**src/rtl/kernel_seq_pkg.sv**
```systemverilog
// Shared encodings for the kernel-launch sequencer and its token counter.
// Latency: n/a (types and constants only).
// Backpressure: n/a.
package kernel_seq_pkg;

  // Sequencer states; the encodings are fixed so they read directly in waveforms.
  typedef enum logic [1:0] {
    ST_IDLE = 2'd0,
    ST_RUN  = 2'd1,
    ST_DONE = 2'd2
  } state_t;

  // The "no kernel" ID. It is wide enough for any ID width up to 64 bits,
  // and users slice it down to their own width.
  localparam logic [63:0] KID_IDLE = '0;

endpackage

```
**src/rtl/kernel_id_sequencer_token_counter.sv**
```systemverilog
// Output-token counter: it clears, increments on each handshake, and saturates at all-ones.
// Latency: the count updates one cycle after the increment; o_term is combinational on the same cycle.
// Backpressure: none; it only observes handshakes qualified by the parent.
module token_counter #(
  parameter int SIZECNT = 16
) (
  input  logic               i_clk,
  input  logic               i_rst_n,
  input  logic               i_clr,
  input  logic               i_inc,
  input  logic [SIZECNT-1:0] i_len,
  output logic [SIZECNT-1:0] o_cnt,
  output logic               o_term
);

  localparam logic [SIZECNT-1:0] CNT_MAX = '1;
  localparam logic [SIZECNT-1:0] CNT_ONE = SIZECNT'(1);

  logic [SIZECNT-1:0] r_cnt;
  logic [SIZECNT-1:0] w_len_m1;

  // This handshake is the last token when the count already equals len-1.
  assign w_len_m1 = i_len - CNT_ONE;
  assign o_term   = i_inc && (r_cnt == w_len_m1);
  assign o_cnt    = r_cnt;

  // The count clears on a new launch and otherwise counts up, holding at the maximum value.
  always_ff @(posedge i_clk or negedge i_rst_n) begin
    if (!i_rst_n) begin
      r_cnt <= '0;
    end else if (i_clr) begin
      r_cnt <= '0;
    end else if (i_inc && (r_cnt != CNT_MAX)) begin
      r_cnt <= r_cnt + CNT_ONE;
    end
  end

endmodule

```
**src/rtl/kernel_id_sequencer.sv**
```systemverilog
// Launches one kernel at a time: kernelID is held non-zero for the whole computation and done pulses at the end.
// Latency: kernelID is visible 1 cycle after accept; done comes 1 cycle after the final token or abort; next accept is at completion+2.
// Backpressure: cfg_ready is high only in IDLE. Output tokens are only monitored and never stalled.
module kernel_id_sequencer
  import kernel_seq_pkg::*;
#(
  parameter int SIZEID  = 8,
  parameter int SIZECNT = 16
) (
  input  logic               aclk,
  input  logic               aresetn,
  input  logic               cfg_valid,
  output logic               cfg_ready,
  input  logic [SIZEID-1:0]  cfg_id,
  input  logic [SIZECNT-1:0] cfg_len,
  input  logic               abort,
  input  logic               out_valid,
  input  logic               out_ready,
  output logic [SIZEID-1:0]  kernelID,
  output logic               busy,
  output logic               done,
  output logic               err,
  output logic [SIZECNT-1:0] tok_cnt
);

  localparam logic [SIZEID-1:0] W_KID_IDLE = KID_IDLE[SIZEID-1:0];

  state_t             r_state;
  state_t             w_state_nxt;
  logic               w_err_nxt;

  logic [SIZEID-1:0]  r_id;
  logic [SIZECNT-1:0] r_len;

  logic [SIZEID-1:0]  r_kernel_id;
  logic               r_cfg_ready;
  logic               r_busy;
  logic               r_done;
  logic               r_err;

  logic               w_accept;
  logic               w_tok_hs;
  logic               w_term;
  logic [SIZEID-1:0]  w_id_nxt;

  // r_cfg_ready is high only while in IDLE, so it qualifies the accept on its own.
  assign w_accept = cfg_valid && r_cfg_ready;
  // Tokens count only while a computation runs. Traffic in IDLE and DONE is ignored.
  assign w_tok_hs = out_valid && out_ready && (r_state == ST_RUN);
  assign w_id_nxt = w_accept ? cfg_id : r_id;

  token_counter #(
    .SIZECNT (SIZECNT)
  ) u_token_counter (
    .i_clk   (aclk),
    .i_rst_n (aresetn),
    .i_clr   (w_accept),
    .i_inc   (w_tok_hs),
    .i_len   (r_len),
    .o_cnt   (tok_cnt),
    .o_term  (w_term)
  );

  // Next-state logic. Abort takes priority over a final token in the same cycle.
  always_comb begin
    w_state_nxt = r_state;
    w_err_nxt   = 1'b0;
    case (r_state)
      ST_IDLE: begin
        if (w_accept) begin
          if (cfg_id == W_KID_IDLE) begin
            w_state_nxt = ST_DONE;
            w_err_nxt   = 1'b1;
          end else if (cfg_len == '0) begin
            w_state_nxt = ST_DONE;
          end else begin
            w_state_nxt = ST_RUN;
          end
        end
      end
      ST_RUN: begin
        if (abort) begin
          w_state_nxt = ST_DONE;
          w_err_nxt   = 1'b1;
        end else if (w_term) begin
          w_state_nxt = ST_DONE;
        end
      end
      ST_DONE: begin
        w_state_nxt = ST_IDLE;
      end
      default: begin
        w_state_nxt = ST_IDLE;
      end
    endcase
  end

  // State register.
  always_ff @(posedge aclk or negedge aresetn) begin
    if (!aresetn) begin
      r_state <= ST_IDLE;
    end else begin
      r_state <= w_state_nxt;
    end
  end

  // Latch the command on accept. Command changes during RUN are ignored.
  always_ff @(posedge aclk or negedge aresetn) begin
    if (!aresetn) begin
      r_id  <= '0;
      r_len <= '0;
    end else if (w_accept) begin
      r_id  <= cfg_id;
      r_len <= cfg_len;
    end
  end

  // Outputs are registered from the next state, so each one changes with the state register.
  always_ff @(posedge aclk or negedge aresetn) begin
    if (!aresetn) begin
      r_kernel_id <= W_KID_IDLE;
      r_cfg_ready <= 1'b0;
      r_busy      <= 1'b0;
      r_done      <= 1'b0;
      r_err       <= 1'b0;
    end else begin
      r_kernel_id <= (w_state_nxt == ST_RUN) ? w_id_nxt : W_KID_IDLE;
      r_cfg_ready <= (w_state_nxt == ST_IDLE);
      r_busy      <= (w_state_nxt == ST_RUN) || (w_state_nxt == ST_DONE);
      r_done      <= (w_state_nxt == ST_DONE);
      r_err       <= (w_state_nxt == ST_DONE) && w_err_nxt;
    end
  end

  assign kernelID  = r_kernel_id;
  assign cfg_ready = r_cfg_ready;
  assign busy      = r_busy;
  assign done      = r_done;
  assign err       = r_err;

endmodule

```
**config.mk**
```make
export PLATFORM = sky130hd
export DESIGN_NAME = kernel_id_sequencer
export DESIGN_NICKNAME = d
export VERILOG_FILES = /design/src/rtl/kernel_seq_pkg.sv /design/src/rtl/kernel_id_sequencer_token_counter.sv /design/src/rtl/kernel_id_sequencer.sv
export SDC_FILE = /design/constraint.sdc
export NUM_CORES = 1
export LEC_CHECK = 0
export ABC_CLOCK_PERIOD_IN_PS = 3200
export CORE_MARGIN = 3
export CORE_UTILIZATION = 31
export DETAILED_ROUTE_END_ITERATION = 10
export PLACE_DENSITY_LB_ADDON = 0.1
export SLEW_MARGIN = 5
export SYNTH_ARGS = -nofsm -noshare
export SYNTH_HDL_FRONTEND = slang
export SYNTH_SLANG_ARGS = --single-unit
```
**constraint.sdc**
```tcl
create_clock -name aclk -period 3.2 [get_ports aclk]
set_input_delay 0.64 -clock aclk [delete_from_list [all_inputs] [get_ports aclk]]
set_output_delay 0.64 -clock aclk [all_outputs]
set_load 0.01 [all_outputs]
```
Word-level counts from Yosys, hierarchy flattened

Index checks and enable logic that the tools add are counted.

Flip-flop bits (word level): 54
Input bits: 30
Output and inout port bits: 28
Logic and storage cells: 42

Add/sub/neg operators: 2
Equality and inequality tests: 5
Multiplexer cells: 14
Reduce and logical (&&, ||, !) cells: 12

Operator list:

| cell                                                                  | count |
|---|---|
| 16-bit two-way mux                                                    | 2 |
| 16-bit by 1-bit adder with 16-bit output, second input constant       | 1 |
| 16-bit equality test                                                  | 1 |
| 16-bit logical NOT                                                    | 1 |
| 8-bit two-way mux                                                     | 2 |
| 16-bit inequality test, second input constant                         | 1 |
| 16-bit by 1-bit subtractor with 16-bit output, second input constant  | 1 |
| 2-bit two-way mux                                                     | 5 |
| 8-bit logical NOT                                                     | 1 |
| 1-bit logical AND                                                     | 6 |
| 2-bit by 1-bit equality test with 1-bit output, second input constant | 2 |
| 2-bit logical NOT                                                     | 2 |
| 2-bit case mux with 2 select lines                                    | 1 |
| 1-bit two-way mux                                                     | 3 |
| 2-bit equality test, second input constant                            | 1 |
| 1-bit case mux with 2 select lines                                    | 1 |
| 2-bit nonzero test                                                    | 1 |
| 1-bit logical OR                                                      | 1 |

Longest topological paths before layout

Gate-level depths: netlist (run 1).

Depth in word-level cells: 8
Gate-level depth with buffers: 9
Gate-level depth less buffers: 8

Modules after synthesis

From an unflattened synthesis (run 1), not the netlist that was laid out.

Cells, all modules: 260
Area, all modules: 2864.0 µm²

Modules (own cells, without submodules):

| module              | instances | cells each | area an instance (µm²) | sequential area each (µm²) |
|---|---|---|---|---|
| kernel_id_sequencer | 1         | 98         | 1521.5                 | 950.9 |
| token_counter       | 1         | 162        | 1342.5                 | 400.4 |

Worst setup path after synthesis (run 1)

No wires, ideal clock.

Kind: flip-flop to flip-flop
Start: register r_len[0]
End: register r_kernel_id[0], in the netlist kernelID[0]
Setup time: 0.151 ns
Arrival: 2.602 ns
Data required time: 3.049 ns
Path slack: 0.448 ns
Cell stages (with the launch flop): 9
Buffers on the path: 1
Clock period less this slack: 2.752 ns
Cells stage by stage: dfrtp_1 -> inv_1 -> ha_1 -> or3b_1 -> or4_4 -> or3_1 -> a2111oi_2 -> buf_4 -> nor4b_1

Word-level cells in the longest chain between the ends: 8

Ends and longest elaborated chain:

| element                                        | line                                    | source |
|---|---|---|
| start: declaration                             | kernel_id_sequencer.sv:33               | `logic [SIZECNT-1:0] r_len;` |
| start signal: assignment                       | kernel_id_sequencer.sv:114              | `r_len <= cfg_len;` |
| 16-bit by 1-bit subtractor with 16-bit output  | kernel_id_sequencer_token_counter.sv:23 | `assign w_len_m1 = i_len - CNT_ONE;` |
| 16-bit equality test                           | kernel_id_sequencer_token_counter.sv:24 | `assign o_term = i_inc && (r_cnt == w_len_m1);` |
| 1-bit logical AND                              | kernel_id_sequencer_token_counter.sv:24 |  |
| 2-bit two-way mux                              | kernel_id_sequencer.sv:85               | `end else if (w_term) begin` |
| 2-bit two-way mux                              | kernel_id_sequencer.sv:82               | `if (abort) begin` |
| 2-bit case mux with 2 select lines             | kernel_id_sequencer.sv:68               | `case (r_state)` |
| 2-bit by 1-bit equality test with 1-bit output | kernel_id_sequencer.sv:127              | `r_kernel_id <= (w_state_nxt == ST_RUN) ? w_id_nxt : W_KID_IDLE;` |
| 8-bit two-way mux                              | kernel_id_sequencer.sv:127              |  |
| end signal: assignment                         | kernel_id_sequencer.sv:127              |  |
| end: declaration                               | kernel_id_sequencer.sv:35               | `logic [SIZEID-1:0] r_kernel_id;` |

Every way passes these cells.
A chain may end at the register's enable or synchronous reset.

Worst setup path in the final report (run 1)

Start: register r_len[0]
End: register r_kernel_id[6], in the netlist kernelID[6]

The elaborated chain is that of the path after synthesis.

==> results of run 1 <==
[final cells by class]
type / instances / area (um2) / share of cell area (%)
multi-input cells: 245 / 1480 / 40.0
flip-flops and latches: 54 / 1350 / 36.6
repair buffers: 63 / 611 / 16.5
well taps: 108 / 135 / 3.66
clock buffers: 5 / 68.8 / 1.86
inverters: 8 / 30.0 / 0.813
clock inverters: 3 / 21.3 / 0.576
[critical path: stages, from the launching register on]
cell       delay, ns
dfrtp_1         0.45
inv_1           0.10
ha_2            0.27
or3b_1          0.39
or4_4           0.51
or3_1           0.37
a2111oi_2       0.40
buf_4           0.25
nor4b_1         0.07
[cells in the final DEF, fill, tap and decap left out, drive strengths merged, types with 2 or more instances in the layout]
master	n
mux2i	2
and3	4
xor2	16
a32oi	2
dfrtp	54
or3	4
o2111ai	2
nand4	8
inv	8
xnor2	13
and2	3
o21ai	9
buf	7
o211ai	3
nor3	8
nand2b	2
clkinv	2
clkbuf	5
nor4	9
nand2	75
and4	2
nor4b	8
o21bai	2
nor2	30
nor3b	3
clkdlybuf4s50	56
nand3	6
a21boi	2
ha	2
a21oi	3
or4	6
[metal layers]
layer / routed length (um) / part of all wire, %
met1: 3530 / 47
met2: 3650 / 49
met3: 269 / 3.6
met4: 67 / 0.89
met5: 0 / 0
[flip-flops by register name, summed over array words and instances (netlist names)]
name	flops
r_len	16
u_token_counter.o_cnt	16
kernelID	8
r_id	8
r_state	2
busy	1
cfg_ready	1
done	1
err	1
[cell usage after synthesis (2+ instances only)]
library cell	number	area [um2]
nand2_1	75	282
dfrtp_1	54	1350
nor2_1	30	113
xor2_1	16	140
xnor2_1	13	114
clkbuf_1	10	37.5
nor4_1	9	56.3
o21ai_0	9	45.0
inv_1	8	30.0
nand4_1	8	50.1
nor4b_1	8	70.1
nor3_1	7	35.0
nand3_1	6	30.0
and3_1	4	25.0
or4_1	4	30.0
a21oi_1	3	15.0
and2_1	3	18.8
nor3b_1	3	22.5
o211ai_1	3	22.5
or3_1	3	18.8
a21boi_0	2	15.0
a32oi_1	2	17.5
and4_1	2	17.5
ha_1	2	25.0
mux2i_1	2	20.0
nand2b_1	2	12.5
o2111ai_1	2	17.5
o21bai_1	2	15.0
or4_4	2	22.5
[worst max-delay path by stage]
stage                    from     endpoint  depth (start not counted)  slack, ns
detailed placement  out_ready  kernelID[5]                          8       0.07
floorplan            r_len[0]  kernelID[0]                          8       0.45
finish               r_len[0]  kernelID[6]                          8       0.26
global placement    out_valid  kernelID[5]                          8       0.10
global route         r_len[0]  kernelID[6]                          8       0.07
CTS                  r_len[0]  kernelID[6]                          8       0.17
[logic make-up (layout without fill, tap and decap cells)]
family | count (synthesis) | after routing | synth area share [%]
xor gates and xnor gates | 30 | 30 | 9.50
and+or+nand+nor | 174 | 174 | 30.1
muxes | 3 | 3 | 1.07
AOI/OAI and AO/OA | 36 | 36 | 9.11
buffers and inverters | 21 | 79 | 2.88
DFF | 54 | 54 | 46.4
adders and majority gates | 2 | 2 | 0.860
[per-stage QoR]
stage / cell area (um2) / setup slack, ns / util, %
after CTS: 3690 / 0.174 / 41.3
after detailed placement: 3600 / 0.0728 / 40.3
final: 3690 / 0.259 / 41.4
after floorplan: 2910 / 0.448 / -
after global routing: 3690 / 0.0687 / 41.4
after global placement: 3600 / 0.101 / 40.3
[power breakdown]
part           internal (mW)  total (mW)  switching [mW]
Clock                  0.155       0.398           0.243
Sequential             0.903        1.16           0.257
Combinational          0.528        1.10           0.568
Total                   1.59        2.65            1.07
==> flow_metrics.tcl, run 1 <==
set metrics [dict create \
    crit_required_ns 3.39 \
    leakage_nw 1.57 \
    clk_transition_reported_paths_ns 0.10 \
    htreeDepth 2 \
    core.rowCount 34 \
    final_nets 409 \
    hold_violations 0 \
    critPathKind "reg2reg" \
    drtAntennaViolNets 0 \
    final_cells 486 \
    grt_max_degree 37 \
    grt_pass1_wl_um 12600 \
    via_count 2512 \
    cts_resized 0 \
    yosys_register_bits 54 \
    synth_edf_count 0 \
    numCtsBuffers 5 \
    reg2reg_slack_ns 0.26 \
    drive_above_1_share_pct 5.82 \
    portBuffers 57 \
    worst_ep_arrival_time_ns 3.13 \
    cts_buffer_depth 2 \
    area.growth.synth_to_final_pct 27.0 \
    fp.coreArea_um2 8930 \
    antenna_found_initial 0 \
    syn-num-nets 352 \
    ys_types 55 \
    dr.pass1.iters 4 \
    grt.busiest_layer "met2" \
    fmax_mhz 340 \
    dp_cells 478 \
    crit_fanout 11 \
    reg2reg_depth 8 \
    track_usage_pct 15.2 \
    cap_violations 0 \
    p_per_area_nw_per_um2 718 \
    hold_ws_ns 0.247 \
    die_h_um 103 \
    start_util_pct 32.6 \
    ctsHoldBuffers 0 \
    finalCriticalPeriod_ns 2.94 \
    cts_tree "built" \
    post_cts.repair.setup_buffers 0 \
    vdd_drop_max_uv 335 \
    max_slew_margin_pct 61.1 \
    end_kind "flop" \
    grt.met1_usage_pct 20.6 \
    ys_warn_count 0 \
    io_pins 58 \
    fin_crit_sh_pct 91.9 \
    rr_startpoint "r_len[0]" \
    grt_pass1_vias 2468 \
    ys_seq_area_share_pct 46.4 \
    status "finished clean" \
    gr-total-overflow 0 \
    async_flop_share_pct 100 \
    dieArea_um2 10600 \
    num_antenna_cells 0 \
    reg2reg_to "kernelID[6]" \
    worstMarginPinSlew_ns 0.578 \
    setup_violations 0 \
    drtIter0Drc 78 \
    rsz0062_at_grt "no" \
    synthFlopType "dfrtp_1" \
    clock_latency_ns 0.32 \
    postSynthAreaPerCell_um2 9.09 \
    n_fill_cell 904 \
    fin_skew_ns 0.00495 \
    cts_root_buf "clkbuf_8" \
    min_path_type "in2async" \
    fin_tns_setup_ns 0 \
    routed_wirelength_um 7520 \
    maxSlewViolCount 0 \
    start_kind "flop" \
    wl_per_cell_um 15.5 \
    grt.met3_usage_pct 2.57 \
    drc_errors 0 \
    dp_hpwl_um 5620 \
    gp_congestion 0.815 \
    die_w_um 103 \
    cts_sinks 54 \
    synthesis.area_um2 2910 \
    grtUsageMet2_pct 25.4 \
    power_mw 2.65 \
    vias_per_cell 5.17 \
    syn_inst 320 \
]
Note: power is estimated with default switching activity, not from simulation.
==> run 2: changes to the inputs <==
--- a/config.mk
+++ b/config.mk
@@ -6,6 +6,7 @@
 export NUM_CORES = 1
 export LEC_CHECK = 0
 export ABC_CLOCK_PERIOD_IN_PS = 3200
+export CAP_MARGIN = 20
 export CORE_MARGIN = 3
 export CORE_UTILIZATION = 31
 export DETAILED_ROUTE_END_ITERATION = 10
==> results of run 2 <==
No change in the layout: final DEF, timing and power equal those of run 1.
